--- config.mk ---
export PLATFORM = sky130hd
export DESIGN_NAME = prog_instr_mem
export DESIGN_NICKNAME = d
export VERILOG_FILES = /design/src/rtl/prog_instr_mem.sv
export SDC_FILE = /design/constraint.sdc
export NUM_CORES = 1
export LEC_CHECK = 0
export BUFFER_PORTS_ARGS = -buffer_cell sky130_fd_sc_hd__buf_2
export CAP_MARGIN = 20
export CELL_PAD_IN_SITES_DETAIL_PLACEMENT = 0
export CELL_PAD_IN_SITES_GLOBAL_PLACEMENT = 1
export CORE_MARGIN = 10
export CORE_UTILIZATION = 55
export CTS_CLUSTER_DIAMETER = 120
export DETAILED_ROUTE_END_ITERATION = 7
export MAX_ROUTING_LAYER = met4
export PLACE_DENSITY_LB_ADDON = 0.1
export SLEW_MARGIN = 20
export SYNTH_ARGS = -nofsm -noshare
export SYNTH_HDL_FRONTEND = slang
export SYNTH_SLANG_ARGS = --single-unit
--- constraint.sdc ---
create_clock -name CLK -period 2.7 [get_ports CLK]
set_input_delay 0.54 -clock CLK [delete_from_list [all_inputs] [get_ports CLK]]
set_output_delay 0.54 -clock CLK [all_outputs]
set_load 0.005 [all_outputs]
--- src/rtl/prog_instr_mem.sv ---
// prog_instr_mem: DATA_W x DEPTH instruction store with a single-cycle fetch
// port and a valid/ready program loader. Fetch is stalled while a load
// session is in progress.
module prog_instr_mem #(
    parameter int unsigned DATA_W = 13,
    parameter int unsigned DEPTH  = 16,
    parameter int unsigned ADDR_W = 4
) (
    input  logic              CLK,
    input  logic              RST_N,
    // fetch port
    input  logic              F_REQ,
    input  logic [ADDR_W-1:0] F_ADDR,
    output logic              F_GNT,
    output logic [DATA_W-1:0] Q,
    output logic              Q_VALID,
    output logic              Q_ERR,
    // loader port
    input  logic              LD_START,
    input  logic [ADDR_W-1:0] LD_BASE,
    input  logic [ADDR_W:0]   LD_COUNT,
    input  logic              LD_VALID,
    input  logic [DATA_W-1:0] LD_DATA,
    output logic              LD_READY,
    output logic              LD_DONE,
    output logic              BUSY
);

    localparam int unsigned CNT_W = ADDR_W + 1;

    // DEPTH <= 2^ADDR_W, so it always fits in the count width
    localparam logic [CNT_W-1:0]  DEPTH_CNT = CNT_W'(DEPTH);
    localparam logic [ADDR_W-1:0] LAST_ADDR = ADDR_W'(DEPTH - 1);

    localparam logic [0:0] S_IDLE = 1'b0;
    localparam logic [0:0] S_LOAD = 1'b1;

    logic [0:0]        state;
    logic [0:0]        state_nxt;
    logic [ADDR_W-1:0] ptr;
    logic [ADDR_W-1:0] ptr_nxt;
    logic [CNT_W-1:0]  rem;
    logic [CNT_W-1:0]  rem_nxt;
    logic              done_nxt;
    logic              wr_en;

    logic [CNT_W-1:0]  start_cnt;
    logic [ADDR_W-1:0] start_ptr;
    logic              fetch_hit;

    logic [DATA_W-1:0] mem [DEPTH];

    // Session parameters: clamp the count to the array size, fold an
    // out-of-range base back to address 0.
    assign start_cnt = (LD_COUNT > DEPTH_CNT) ? DEPTH_CNT : LD_COUNT;
    assign start_ptr = ({1'b0, LD_BASE} >= DEPTH_CNT) ? '0 : LD_BASE;

    // Fetch address lies inside the populated part of the address space
    assign fetch_hit = ({1'b0, F_ADDR} < DEPTH_CNT);

    // State-derived handshake and status
    assign LD_READY = (state == S_LOAD);
    assign BUSY     = (state == S_LOAD);
    assign F_GNT    = F_REQ && (state == S_IDLE);

    // State, pointer, remaining count and done pulse registers
    always_ff @(posedge CLK or negedge RST_N) begin
        if (!RST_N) begin
            state   <= S_IDLE;
            ptr     <= '0;
            rem     <= '0;
            LD_DONE <= 1'b0;
        end else begin
            state   <= state_nxt;
            ptr     <= ptr_nxt;
            rem     <= rem_nxt;
            LD_DONE <= done_nxt;
        end
    end

    // Next-state logic: session start in IDLE, one word per valid beat in LOAD
    always_comb begin
        state_nxt = state;
        ptr_nxt   = ptr;
        rem_nxt   = rem;
        done_nxt  = 1'b0;
        wr_en     = 1'b0;
        case (state)
            S_IDLE: begin
                if (LD_START) begin
                    ptr_nxt = start_ptr;
                    rem_nxt = start_cnt;
                    if (start_cnt == '0) begin
                        done_nxt = 1'b1;
                    end else begin
                        state_nxt = S_LOAD;
                    end
                end
            end
            S_LOAD: begin
                if (LD_VALID) begin
                    wr_en   = 1'b1;
                    ptr_nxt = (ptr == LAST_ADDR) ? '0 : ptr + ADDR_W'(1);
                    rem_nxt = rem - CNT_W'(1);
                    if (rem == CNT_W'(1)) begin
                        done_nxt  = 1'b1;
                        state_nxt = S_IDLE;
                    end
                end
            end
            default: begin
                state_nxt = S_IDLE;
            end
        endcase
    end

    // Storage array write; contents are intentionally not reset
    always_ff @(posedge CLK) begin
        if (wr_en) begin
            mem[ptr] <= LD_DATA;
        end
    end

    // Registered fetch data; an out-of-range grant keeps Q and flags the error
    always_ff @(posedge CLK or negedge RST_N) begin
        if (!RST_N) begin
            Q       <= '0;
            Q_VALID <= 1'b0;
            Q_ERR   <= 1'b0;
        end else begin
            Q_VALID <= F_GNT;
            Q_ERR   <= F_GNT && !fetch_hit;
            if (F_GNT && fetch_hit) begin
                Q <= mem[F_ADDR];
            end
        end
    end

endmodule

==> impl_metrics.toml, run 1 <==
[logic_synthesis]
synth_edf_count = 208
synthArstFlopShare = 0.107
synth_flop_cell = "edfxtp_1"
yosys-top-cells-area = "edfxtp_1 66%, mux2i_1 11%, dfrtp_1 6.6%"
ys_types = 41
synth_nets = 628
synth_most_common_cell = "edfxtp_1"
synthesis.area_um2 = 9450
netlist_instances = 591
avgSynthCellArea_um2 = 16.0
yosys_warnings = 0
yosysTopAreaCell = "edfxtp_1"
ys_seq_area_frac = 0.727
ys_seq_elements = 233
synth_commonest_cells = "208 x edfxtp_1, 107 x mux2i_1, 59 x nand2_1"
synth_top_area_share = 0.661

[setup_path]
path_class = "flop to output port"
cp_cell_sequence = "buf_4 > nand2b_1 > inv_1 > buf_2"
timing.rr.end = "mem[3][5]$_DFFE_PP_"
cp_top_family = "buffers and inverters"
cp_slowest_cell = "dfrtp_1"
crit_arrival_ps = 1640
reg2reg_slack_ps = 750
critical_path_buf_inv_count = 3
critPathLaunchType = "flop"
crit_required_ps = 2160
critPathCaptureType = "output port"
regToRegStartpoint = "ptr[2]$_DFFE_PN0P_"
ff2ff_path_depth = 2
max_stage_delay_ps = 360
critical_path.max_fanout = 22

[detailed_routing]
routed_wl_um = 21000
drc = 0
drt_iter0_drc = 481
vias = 5126
wl_per_cell_um = 23.8
final_antenna_net_count = 0
viasPerCell = 5.83
drt_pre_antenna_iters = 5

[die]
start_util = 0.566
die_x_um = 151
die_area_um2 = 22800
ios = 50
core-area_um2 = 16700
rows = 47
die_y_um = 151

[cells_and_area]
n_antenna_cell = 0
nets = 680
area_growth_syn_to_layout_pct = 12.2
final_layout_size_suffix_gt1_frac = 0.156
final_area_um2 = 10600
final-instance-count-excl-fill = 879

[clock_tree]
post_cts_resized = 0
clockBufferDepth = 3
post_cts_buffers = 0
htree_levels = 1
numCtsBuffers = 23
cts.clk_slew.worst_paths_ps = 60
numClockSinks = 233
clk_latency_ps = 490
cts_root_buf = "clkbuf_16"
cts-hold-fix-buffers = 0
cts_tree = "built"

[timing]
tns_ps = 0
max_freq_mhz = 459
setup_ws_ps = 519
tightest_slew_ps = 699
holdWs_ps = 69.7
report.final.setup_viol = 0
period_share = 0.808
slew_violations = 0
rsz0062_at_grt = "false"
hold_viol_final = 0
relSlewSlack = 0.534
finalClockSkew_ps = 6.06
period_needed_ps = 2180

[placed_design]
place_congestion = 0.816
dp_hpwl_um = 13900
place_inst = 838
dp_slack_ps = 446
portBuffers = 48
dpl_cell_area_um2 = 9850

[pwr]
leakage_uw = 0.00394
clkPwrFrac = 0.351
switching_share = 0.248
combPwrFrac = 0.132
p_int_uw = 6700
peakVddDrop_v = 0.000638
seqPwrFrac = 0.517
power_density_nw_per_um2 = 841
switchingPower_uw = 2210

[outcome]
status = "complete, no violations"

[global_routing]
grt_max_degree = 37
grtUsageTotal = 0.193
grt_pass1_vias = 5245
antenna_found_initial = 0
grt_pass1_wl_um = 31800
grt_overflow = 0

[hold_path]
min_path_type = "input port to asynchronous set/reset pin"

[flow_run]
maxCapViolCount = 0
metal layers:
| metal | track usage | share of wire | vias to the layer above |
|---|---|---|---|
| met1 | 0.272 | 0.46 | 2557 |
| li1 | - | - | 2354 |
| met4 | 0.0573 | 0.023 | 0 |
| met2 | 0.289 | 0.46 | 181 |
| met5 | - | 0 | - |
| met3 | 0.0274 | 0.058 | 34 |
worst max path at each step:
stage	start	endpoint	slack (ps)	cells past startpoint
2_1_floorplan	BUSY$_DFF_PN0_	mem[11][0]$_DFFE_PP_	920	4
3_3_place_gp	LD_VALID	mem[3][11]$_DFFE_PP_	470	4
3_5_place_dp	LD_VALID	mem[3][2]$_DFFE_PP_	450	4
4_1_cts	BUSY$_DFF_PN0_	F_GNT	510	4
5_1_grt	BUSY$_DFF_PN0_	F_GNT	450	4
6_report	BUSY$_DFF_PN0_	F_GNT	520	4
area by class of cell:
| class | count | area, um2 |
|---|---|---|
| clock buffer | 32 | 649 |
| clock inverter | 9 | 103 |
| fill | 1257 | 6100 |
| inverter | 7 | 26.3 |
| multi-input combinational | 319 | 2320 |
| sequential | 233 | 6870 |
| tap | 220 | 275 |
| timing repair buffer | 59 | 354 |
state kept, by name (all words and copies together) (netlist names):
name / cells
mem: 208
Q_VALID: 1
LD_DONE: 1
rem: 5
BUSY: 1
Q: 13
ptr: 4
per-stage QoR:
stage | util | total power (uW)
finish | 0.635 | 8910
global route | 0.635 | 9290
CTS | 0.635 | 8990
detailed placement | 0.590 | 5870
global placement | 0.590 | 5830
floorplan | - | 5360
logic make-up after synthesis:
logic type	count (synthesis)	synth area share
fa+ha+maj	6	0.00794
buf+inv	39	0.0282
mux	108	0.116
xor+xnor	3	0.00278
simple gates	140	0.0756
other cells	1	0.000397
flops	233	0.727
compound gates	61	0.0425
placed cells by master (no fill, tap or decap), types with 2 or more instances in the layout:
cell,instances
nor2b_2,2
clkbuf_16,23
a22oi_1,26
clkinv_2,4
xnor2_1,2
clkbuf_1,5
and2_1,17
clkinvlp_4,3
edfxtp_1,208
a311oi_1,3
nand2_1,59
mux2i_1,107
a21oi_1,21
nor3b_1,4
clkbuf_8,4
nor3_1,2
nor2b_1,3
bufinv_16,2
buf_4,9
nand2b_1,2
buf_12,2
ha_1,6
nor2_1,4
buf_2,47
nand3_1,26
o21ai_0,4
dfrtp_1,25
inv_1,7
nand4_1,13
power groups by stage:
stage	clock network (uW)	logic [uW]	registers, uW
after floorplan	0	751	4610
after global placement	0	1160	4660
after detailed placement	0	1190	4680
after CTS	3190	1200	4600
after global routing	3330	1320	4650
final	3130	1180	4600
Power figures use the tool's default switching activity.
==> run 2: changes to the inputs <==
Settings changed: CORE_UTILIZATION 55 to 47.
Clock period 2.7 ns to 1.78 ns, I/O delays scaled along.
==> run 2 against run 1 <==
  * First-iteration DRC count down 0.42%
  * Count of clock-buffer cells in the layout down 2
  * Non-clock buffer count up 33
  * Critical path depth unchanged
  * Total power up 55%
  * Cell count up 9.2%
  * Largest cell class unchanged
  * Global-route usage down 1.7 points
  * Sequential cell count unchanged
==> impl_metrics.toml, run 2 (synthesized netlist as in run 1, its figures left out) <==
[outcome]
status = "complete, no violations"

[setup_path]
reg2reg_slack_ps = 150
critPathCaptureType = "output port"
path_class = "flop to output port"
critPathLaunchType = "flop"
crit_required_ps = 1420
critical_path.max_fanout = 5
crit_arrival_ps = 1380

[detailed_routing]
drc = 0
drt_pre_antenna_iters = 5
drt_iter0_drc = 479
vias = 5305
viasPerCell = 5.53
routed_wl_um = 22700
final_antenna_net_count = 0
wl_per_cell_um = 23.7

[cells_and_area]
top_regs = "mem x208, Q x13, rem x5"
n_antenna_cell = 0
final-instance-count-excl-fill = 960
final_cell_mix = "208 x edfxtp_1, 107 x mux2i_1, 59 x nand2_1"
final_layout_size_suffix_gt1_frac = 0.197
nFillCells = 1618
final_common_cell = "edfxtp_1"
ff_latch_area_um2 = 6870
regMostFlops = "mem"
nets = 714
final_core_util = 0.568
largest_register_ffs = 208
area_growth_syn_to_layout_pct = 18.1
multi_input_area_um2 = 2330

[placed_design]
dp_hpwl_um = 15000
place_inst = 909
portBuffers = 48
place_congestion = 0.778
dp_slack_ps = 153

[timing]
hold_viol_final = 0
report.final.setup_viol = 0
tightest_slew_ps = 690
period_needed_ps = 1740
max_freq_mhz = 576
finalClockSkew_ps = 13.4
setup_ws_ps = 44.5
period_share = 0.975
slew_violations = 0
relSlewSlack = 0.540

[global_routing]
grt_pass1_vias = 5411
grt_pass1_wl_um = 33900
antenna_found_initial = 0
grt_util_met1 = 0.240
grtUsageTotal = 0.176
met2_usage = 0.266
grt_overflow = 0
use_met3 = 0.0351
grt_max_degree = 34
grt.busiest_layer = "met2"

[hold_path]
min_path_type = "input port to flop"

[pwr]
leakage_uw = 0.00419
peakVddDrop_v = 0.000697
power_density_nw_per_um2 = 1240

[die]
rows = 51
die_x_um = 162
start_util = 0.481
ios = 50
core-area_um2 = 19700
die_y_um = 162
die_area_um2 = 26200

[clock_tree]
clk_latency_ps = 510
numCtsBuffers = 24
cts_root_buf = "clkbuf_16"
cts_tree = "built"
clockBufferDepth = 3
numClockSinks = 233
cts.clk_slew.worst_paths_ps = 60
htree_levels = 1

[flow_run]
maxCapViolCount = 0
==> run 2: layout make-up <==
class                   count  share of cell area
well taps                 265              0.0297
multi-input cells         319               0.209
clock inverters            14             0.00863
clock buffers              30              0.0586
inverters                   7             0.00235
flip-flops and latches    233               0.616
repair buffers             92              0.0763
==> run 2: worst paths after layout <==
check / depth (start not counted) / from / endpoint
max: 4 / BUSY$_DFF_PN0_ / F_GNT
min: 3 / LD_BASE[0] / ptr[0]$_DFFE_PN0P_
max reg2reg: 6 / BUSY$_DFF_PN0_ / mem[4][6]$_DFFE_PP_
min reg2reg: 2 / Q[5]$_DFFE_PN0P_ / Q[5]$_DFFE_PN0P_
max in group asynchronous: 2 / RST_N / rem[0]$_DFFE_PN0P_
min in group asynchronous: 2 / RST_N / Q[4]$_DFFE_PN0P_
==> run 2: layer usage <==
layer  share of wire  wire (um)
met1            0.46      10400
met2            0.46      10500
met3           0.066       1500
met4           0.015        339
met5               0          0
==> run 2: worst max-delay path: stages, from the launching register on <==
cell and delay (ps):
dfrtp_1 390, buf_6 140, nand2b_4 170, inv_2 80, buf_6 90
==> run 2: report_power, final <==
| part | switching (uW) | internal, uW |
|---|---|---|
| sequential | 306 | 6660 |
| clock | 1980 | 2750 |
| combinational | 1230 | 903 |
==> run 2: stage by stage <==
| stage | instance area [um2] | power [uW] | hold WS (ps) | setup TNS [ps] |
|---|---|---|---|---|
| after floorplan | 9450 | 8130 | 60.4 | 0 |
| after global placement | 10300 | 9130 | 436 | 0 |
| final | 11200 | 13800 | 83.9 | 0 |
| after detailed placement | 10300 | 9170 | 440 | 0 |
| after global routing | 11200 | 14400 | 92.2 | -5.08 |
| after CTS | 11100 | 13900 | 75.5 | 0 |
==> run 2: repair_timing <==
item	4_1_cts	5_1_grt
hold endpoints to repair	25	0
gates resized for setup	4	1
hold buffers	1	0
setup endpoints to repair	1	1
setup buffers	1	5
pin swaps	0	0
